===== src/rtl/uart_loader.sv =====
// UART 8N1 receiver feeding a byte-wise memory loader (SPRAM byte wrapper port).
// Optional macro UART_LOADER_EOT_EN: a received 0x04 terminates the load early.
module uart_loader #(
    parameter int CLK_FREQ = 12_000_000,
    parameter int BAUD     = 9600,
    parameter int LOAD_LEN = 4
) (
    input  logic        clk,
    input  logic        rst_n,
    input  logic        rx,
    input  logic        start,
    output logic [14:0] mem_addr,
    output logic        mem_write,
    output logic [7:0]  mem_data_in,
    output logic        busy,
    output logic        done,
    output logic [15:0] byte_count,
    output logic        frame_err
);

    localparam int BIT_CYC  = CLK_FREQ / BAUD;
    localparam int HALF_CYC = BIT_CYC / 2;
    localparam int CNT_W    = $clog2(BIT_CYC + 1);

    localparam logic [CNT_W-1:0] CNT_ONE   = CNT_W'(1);
    localparam logic [CNT_W-1:0] BIT_LAST  = CNT_W'(BIT_CYC - 1);
    localparam logic [CNT_W-1:0] HALF_LAST = CNT_W'(HALF_CYC - 1);
    localparam logic [15:0]      LEN_LAST  = 16'(LOAD_LEN);

    typedef enum logic [1:0] {R_IDLE, R_START, R_DATA, R_STOP} r_state_t;
    typedef enum logic [1:0] {L_IDLE, L_ARMED, L_WRITE} l_state_t;

    // rx_prev_reg holds the previous synchronized level for falling-edge detection
    logic rx_meta_reg, rx_sync_reg, rx_prev_reg;

    r_state_t         r_state_reg, r_state_next;
    logic [CNT_W-1:0] cnt_reg, cnt_next;
    logic [2:0]       bit_reg, bit_next;
    logic [7:0]       shreg_reg, shreg_next;
    logic             rx_valid_reg, rx_valid_next;
    logic             rx_ferr_reg, rx_ferr_next;

    l_state_t    l_state_reg, l_state_next;
    logic [14:0] addr_reg, addr_next;
    logic        write_reg, write_next;
    logic [7:0]  data_reg, data_next;
    logic        busy_reg, busy_next;
    logic        done_reg, done_next;
    logic [15:0] count_reg, count_next;
    logic        ferr_reg, ferr_next;

    always_ff @(posedge clk) begin
        if (!rst_n) begin
            rx_meta_reg  <= 1'b1;
            rx_sync_reg  <= 1'b1;
            rx_prev_reg  <= 1'b1;
            r_state_reg  <= R_IDLE;
            cnt_reg      <= '0;
            bit_reg      <= '0;
            shreg_reg    <= '0;
            rx_valid_reg <= 1'b0;
            rx_ferr_reg  <= 1'b0;
        end else begin
            rx_meta_reg  <= rx;
            rx_sync_reg  <= rx_meta_reg;
            rx_prev_reg  <= rx_sync_reg;
            r_state_reg  <= r_state_next;
            cnt_reg      <= cnt_next;
            bit_reg      <= bit_next;
            shreg_reg    <= shreg_next;
            rx_valid_reg <= rx_valid_next;
            rx_ferr_reg  <= rx_ferr_next;
        end
    end

    always_comb begin
        r_state_next  = r_state_reg;
        cnt_next      = cnt_reg;
        bit_next      = bit_reg;
        shreg_next    = shreg_reg;
        rx_valid_next = 1'b0;
        rx_ferr_next  = 1'b0;
        case (r_state_reg)
            R_IDLE: begin
                if (rx_prev_reg && !rx_sync_reg) begin
                    r_state_next = R_START;
                    cnt_next     = '0;
                    bit_next     = '0;
                end
            end
            R_START: begin
                if (cnt_reg == HALF_LAST) begin
                    cnt_next     = '0;
                    r_state_next = rx_sync_reg ? R_IDLE : R_DATA;
                end else begin
                    cnt_next = cnt_reg + CNT_ONE;
                end
            end
            R_DATA: begin
                if (cnt_reg == BIT_LAST) begin
                    cnt_next   = '0;
                    shreg_next = {rx_sync_reg, shreg_reg[7:1]};
                    if (bit_reg == 3'd7)
                        r_state_next = R_STOP;
                    else
                        bit_next = bit_reg + 3'd1;
                end else begin
                    cnt_next = cnt_reg + CNT_ONE;
                end
            end
            R_STOP: begin
                if (cnt_reg == BIT_LAST) begin
                    cnt_next      = '0;
                    rx_valid_next = rx_sync_reg;
                    rx_ferr_next  = !rx_sync_reg;
                    r_state_next  = R_IDLE;
                end else begin
                    cnt_next = cnt_reg + CNT_ONE;
                end
            end
            default: r_state_next = R_IDLE;
        endcase
    end

    always_ff @(posedge clk) begin
        if (!rst_n) begin
            l_state_reg <= L_IDLE;
            addr_reg    <= '0;
            write_reg   <= 1'b0;
            data_reg    <= '0;
            busy_reg    <= 1'b0;
            done_reg    <= 1'b0;
            count_reg   <= '0;
            ferr_reg    <= 1'b0;
        end else begin
            l_state_reg <= l_state_next;
            addr_reg    <= addr_next;
            write_reg   <= write_next;
            data_reg    <= data_next;
            busy_reg    <= busy_next;
            done_reg    <= done_next;
            count_reg   <= count_next;
            ferr_reg    <= ferr_next;
        end
    end

    always_comb begin
        l_state_next = l_state_reg;
        addr_next    = addr_reg;
        write_next   = write_reg;
        data_next    = data_reg;
        busy_next    = busy_reg;
        done_next    = 1'b0;
        count_next   = count_reg;
        ferr_next    = ferr_reg | rx_ferr_reg;
        case (l_state_reg)
            L_IDLE: begin
                if (start) begin
                    l_state_next = L_ARMED;
                    addr_next    = '0;
                    count_next   = '0;
                    busy_next    = 1'b1;
                    ferr_next    = 1'b0;
                end
            end
            L_ARMED: begin
                if (rx_valid_reg) begin
`ifdef UART_LOADER_EOT_EN
                    if (shreg_reg == 8'h04) begin
                        done_next    = 1'b1;
                        busy_next    = 1'b0;
                        l_state_next = L_IDLE;
                    end else begin
                        data_next    = shreg_reg;
                        write_next   = 1'b1;
                        l_state_next = L_WRITE;
                    end
`else
                    data_next    = shreg_reg;
                    write_next   = 1'b1;
                    l_state_next = L_WRITE;
`endif
                end
            end
            L_WRITE: begin
                write_next = 1'b0;
                count_next = count_reg + 16'd1;
                // the final address is never incremented, so 0x7FFF does not wrap
                if (count_reg + 16'd1 == LEN_LAST) begin
                    done_next    = 1'b1;
                    busy_next    = 1'b0;
                    l_state_next = L_IDLE;
                end else begin
                    addr_next    = addr_reg + 15'd1;
                    l_state_next = L_ARMED;
                end
            end
            default: l_state_next = L_IDLE;
        endcase
    end

    assign mem_addr    = addr_reg;
    assign mem_write   = write_reg;
    assign mem_data_in = data_reg;
    assign busy        = busy_reg;
    assign done        = done_reg;
    assign byte_count  = count_reg;
    assign frame_err   = ferr_reg;

endmodule

===== config.mk =====
export PLATFORM = sky130hd
export DESIGN_NAME = uart_loader
export DESIGN_NICKNAME = d
export VERILOG_FILES = /design/src/rtl/uart_loader.sv
export SDC_FILE = /design/constraint.sdc
export NUM_CORES = 1
export LEC_CHECK = 0
export ABC_AREA = 1
export CORE_MARGIN = 4
export CORE_UTILIZATION = 55
export CTS_BUF_LIST = sky130_fd_sc_hd__clkbuf_2 sky130_fd_sc_hd__clkbuf_4 sky130_fd_sc_hd__clkbuf_8
export DETAILED_ROUTE_END_ITERATION = 10
export PLACE_DENSITY_LB_ADDON = 0.12
export SLEW_MARGIN = 25
export SYNTH_ARGS = -nofsm -noshare
export SYNTH_HDL_FRONTEND = slang
export SYNTH_SLANG_ARGS = --single-unit
export TNS_END_PERCENT = 30

===== constraint.sdc =====
create_clock -name clk -period 4.5 [get_ports clk]
set_input_delay 1.35 -clock clk [delete_from_list [all_inputs] [get_ports clk]]
set_output_delay 1.35 -clock clk [all_outputs]
set_load 0.02 [all_outputs]

* Word-level counts from Yosys, hierarchy flattened
Cells that the tools add are included.
Word-level totals: bits in registers 74, input bits 4, output and inout bits 43, logic and storage cells 92
Cells by class: add/sub/neg operators 4, eq/ne operators 19, muxes and demuxes 32, bitwise logic cells 1, reduce and logical (&&, ||, !) cells 19
Operator list (number):
- 11-bit two-way mux | 3
- 11-bit case mux with 3 select lines | 1
- 16-bit case mux with 2 select lines | 1
- 15-bit two-way mux | 2
- 15-bit case mux with 2 select lines | 1
- 2-bit != test, second input constant | 10
- 16-bit by 1-bit adder with 16-bit output, second input constant | 1
- 16-bit by 3-bit equality test with 1-bit output, second input constant | 1
- 16-bit two-way mux | 1
- 2-bit two-way mux | 8
- 15-bit by 1-bit adder with 15-bit output, second input constant | 1
- 2-bit AND reduction | 6
- 11-bit by 1-bit adder with 11-bit output, second input constant | 1
- 11-bit by 10-bit equality test with 1-bit output, second input constant | 1
- 11-bit equality test, second input constant | 1
- 3-bit two-way mux | 3
- 3-bit AND reduction | 3
- 2-bit case mux with 4 select lines | 1
- 1-bit two-way mux | 7
- 2-bit equality test, second input constant | 3
- 2-bit case mux with 3 select lines | 1
- 3-bit case mux with 2 select lines | 1
- 2-bit nonzero test | 3
- 5-bit AND reduction | 1
- other kinds (10) | 13

* Depth between registers and ports, before layout
depth after elaboration 4, gate-level depth with buffers 15, mapped depth without buffers 15

* Least setup slack after synthesis
OpenSTA, ideal clock, no wires.
path type input to register, start in rst_n, end reg addr_reg[4], in the netlist mem_addr[4], setup time 0.057 ns, data arrival time 2.518 ns, data required time 4.443 ns, path slack 1.926 ns, stages 9, buffers on the path 1, cell sequence buf_2 -> clkinv_1 -> nor2_1 -> inv_1 -> a21oi_1 -> o21ai_0 -> nand2_1 -> o21ai_2 -> inv_1
RTL lines:
- start: declaration | RTL line 9 | input logic rst_n,
- end signal: assignment | RTL line 137 | addr_reg <= addr_next;
- end: declaration | RTL line 44 | logic [14:0] addr_reg, addr_next;

==> metrics <==
synthesized area=3710 um2; met1 usage=27.4%; final hold violations=0; Area contributors post-synth=dfxtp_1 (40%), nand2_1 (13%), inv_1 (7.6%), a21oi_1 (6.2%), nand3_1 (5.8%); WL/cell=12.9 um; TritonRoute pass-1 iters=5; clk slew on worst S/H paths=90 ps; num rows=29; die width=90.1 um; post-synthesis sequential area ratio=40.0%; die footprint=8120 um2; Synth Net Count=552; Synth Area in Compound Gates=14.6%; starting DRC count in detailed routing=222; Post-CTS Resized=0; max incr delay on CP=510 ps; I/O pin count=47; CP arrival=3290 ps; largest net degree at the start of global routing=44; cell count after synthesis=541; setup clock skew after layout=10.9 ps; post-synthesis adder-cell area fraction=2.36%; Tcrit/Tclk final=66.3%; leakage=1.71 nW; core area=6460 um2; slowest CP cell=nor2_1; fraction of registers with async set/reset=0%; setup slack at placement=1180 ps; DR vias=3640; grt met3 use=3.92%; Worst-Margin Slew=859 ps; CP Launch Type=primary input; met2 Usage GRT=35.9%; clock buffer depth=2; most common cell after layout, fill and taps aside=nand2_1; Tmin final=2980 ps; diode count=0; Synth Area per Inst=6.85 um2; routability congestion estimate=0.858; critical path type=primary input to flip-flop; vias in the first global route=3322; Synth Flop Type=dfxtp_1; fin cells=668; xor-xnor portion of the synthesized cell area=1.42%; area delta synth->final=19.3%; final-report max-slew violation count=0; Post-synth EDFFs=0; clk sinks=74; Synth Register Bits=74; Yosys warnings=0; Root Driver=clkbuf_8; fmax=0.335 GHz; Setup TNS Final=0 ps; top-area cell type share of the netlist area=40.0%; busiest grt layer=met2; Setup Fix Bufs, Post-CTS=0; Cell Chain, Critical Path=clkdlybuf4s50_1, buf_4, clkinv_1, nor2_1, inv_1, a21oi_1, o21ai_0, nand2_1, o21ai_2, inv_1; Worst VDD drop=201 uV; Final setup viols=0; area leader, netlist=dfxtp_1; min-delay worst type=flip-flop to flip-flop; share of layout cells above drive strength 1=6.77%; DRT antenna net count=0; Num CTS Buffers=9; Pwr Total=1.35 mW; htree depth=3; Power Density=305 nW/um2; first-pass GRT wire length=14.9 mm; initial antenna violation count=0; post-detailed-placement half-perimeter wirelength=5.89 mm; RSZ-0062 raised after global routing=false; GR Util All Layers=21.7%; Congestion Overflow GR=0; CTS tree=done; initial core utilization=57.4%; main combinational cell family by area after synthesis=simple AND/OR/NAND/NOR gates; CP endpoint kind=flip-flop; Max-slew headroom=42.5%; maxcap violations=0; Post-Synth Simple-Gate Area=32.1%; CP bufs+invs=5; nets@finish=597; placed cell count=652; largest delay contributor family on the critical path=buffers and inverters; max reg flops=16; Die Y=90.1 um; outcome=complete, no violations; Port Buf Inserts=46; detailed-route DRC error count=0; vias per cell=5.45; hold_buf cts=0; Yosys cell types=39; mux contribution to synthesized area=0%; Skew-Pair Late Insertion Delay=360 ps; leading cell types in the layout, fill and taps excluded=nand2_1 (128), inv_1 (75), dfxtp_1 (74); final wirelength=8.59 mm; most frequent cell on the critical path=inv_1; critical-path maximum fanout=19; WP data required=4810 ps; FF-to-FF setup slack=1890 ps; final worst setup slack=1520 ps
-- final timing paths --
| kind | start | endpoint | cells after the start |
|---|---|---|---|
| setup / recovery | rst_n | mem_addr[4]$_SDFFE_PN0P_ | 10 |
| hold / removal | rx_meta_reg$_SDFF_PN1_ | rx_sync_reg$_SDFF_PN1_ | 1 |
| setup reg to reg | l_state_reg[1]$_SDFFE_PN0P_ | mem_addr[4]$_SDFFE_PN0P_ | 10 |
| hold reg to reg | rx_meta_reg$_SDFF_PN1_ | rx_sync_reg$_SDFF_PN1_ | 1 |
-- worst register-to-register path, delay by kind of cell, from the launching register on --
| family | cells | cell delay (ps) |
|---|---|---|
| buffers and inverters | 4 | 700 |
| flip-flops | 1 | 330 |
| AO/OA/AOI/OAI | 3 | 290 |
| AND/OR/NAND/NOR | 3 | 1250 |
-- power breakdown --
group	internal [mW]	total, mW	switching (mW)
clock	0.266	0.548	0.283
combinational	0.0404	0.117	0.0769
sequential	0.669	0.685	0.0162
-- per-stage QoR --
step	util [%]	hold WS, ps	area [um2]
finish	68.5	416	4420
global route	68.5	460	4420
CTS	68.5	419	4420
detailed placement	65.3	400	4220
global placement	65.3	395	4220
floorplan	-	393	3710
-- layer usage --
layer	part of all wire [%]	up-vias
met5	0	-
met4	2.1	0
met3	4.9	14
met2	48	112
met1	45	1662
li1	-	1852
-- synth_stat cells (2+ instances only) --
| library cell | count |
|---|---|
| a211oi_1 | 3 |
| a21oi_1 | 46 |
| buf_2 | 2 |
| clkbuf_1 | 11 |
| clkinv_1 | 2 |
| dfxtp_1 | 74 |
| ha_1 | 7 |
| inv_1 | 75 |
| nand2_1 | 128 |
| nand2_2 | 5 |
| nand2_4 | 2 |
| nand3_1 | 43 |
| nand3b_1 | 10 |
| nand4_1 | 7 |
| nor2_1 | 44 |
| nor2_2 | 6 |
| nor3_1 | 11 |
| o211ai_1 | 2 |
| o21ai_0 | 29 |
| o21ai_1 | 7 |
| o21ai_2 | 2 |
| o32ai_1 | 2 |
| or2_2 | 3 |
| xnor2_1 | 2 |
| xor2_1 | 4 |
-- cells by family (layout without fill, tap and decap cells) --
family / count (synthesis) / after routing
XOR/XNOR: 6 / 6
buffers and inverters: 92 / 142
AND/OR/NAND/NOR: 264 / 264
flip-flops: 74 / 74
adder cells (fa/ha/maj): 7 / 7
AO/OA/AOI/OAI: 98 / 98
-- cell type report --
| cell class | count | area (um2) |
|---|---|---|
| timing repair buffer | 48 | 475 |
| inverter | 78 | 293 |
| clock buffer | 9 | 124 |
| fill | 550 | 2040 |
| clock inverter | 7 | 82.6 |
| multi-input combinational | 375 | 1870 |
| sequential | 74 | 1480 |
| tap | 77 | 96.3 |
Power figures use the tool's default switching activity.
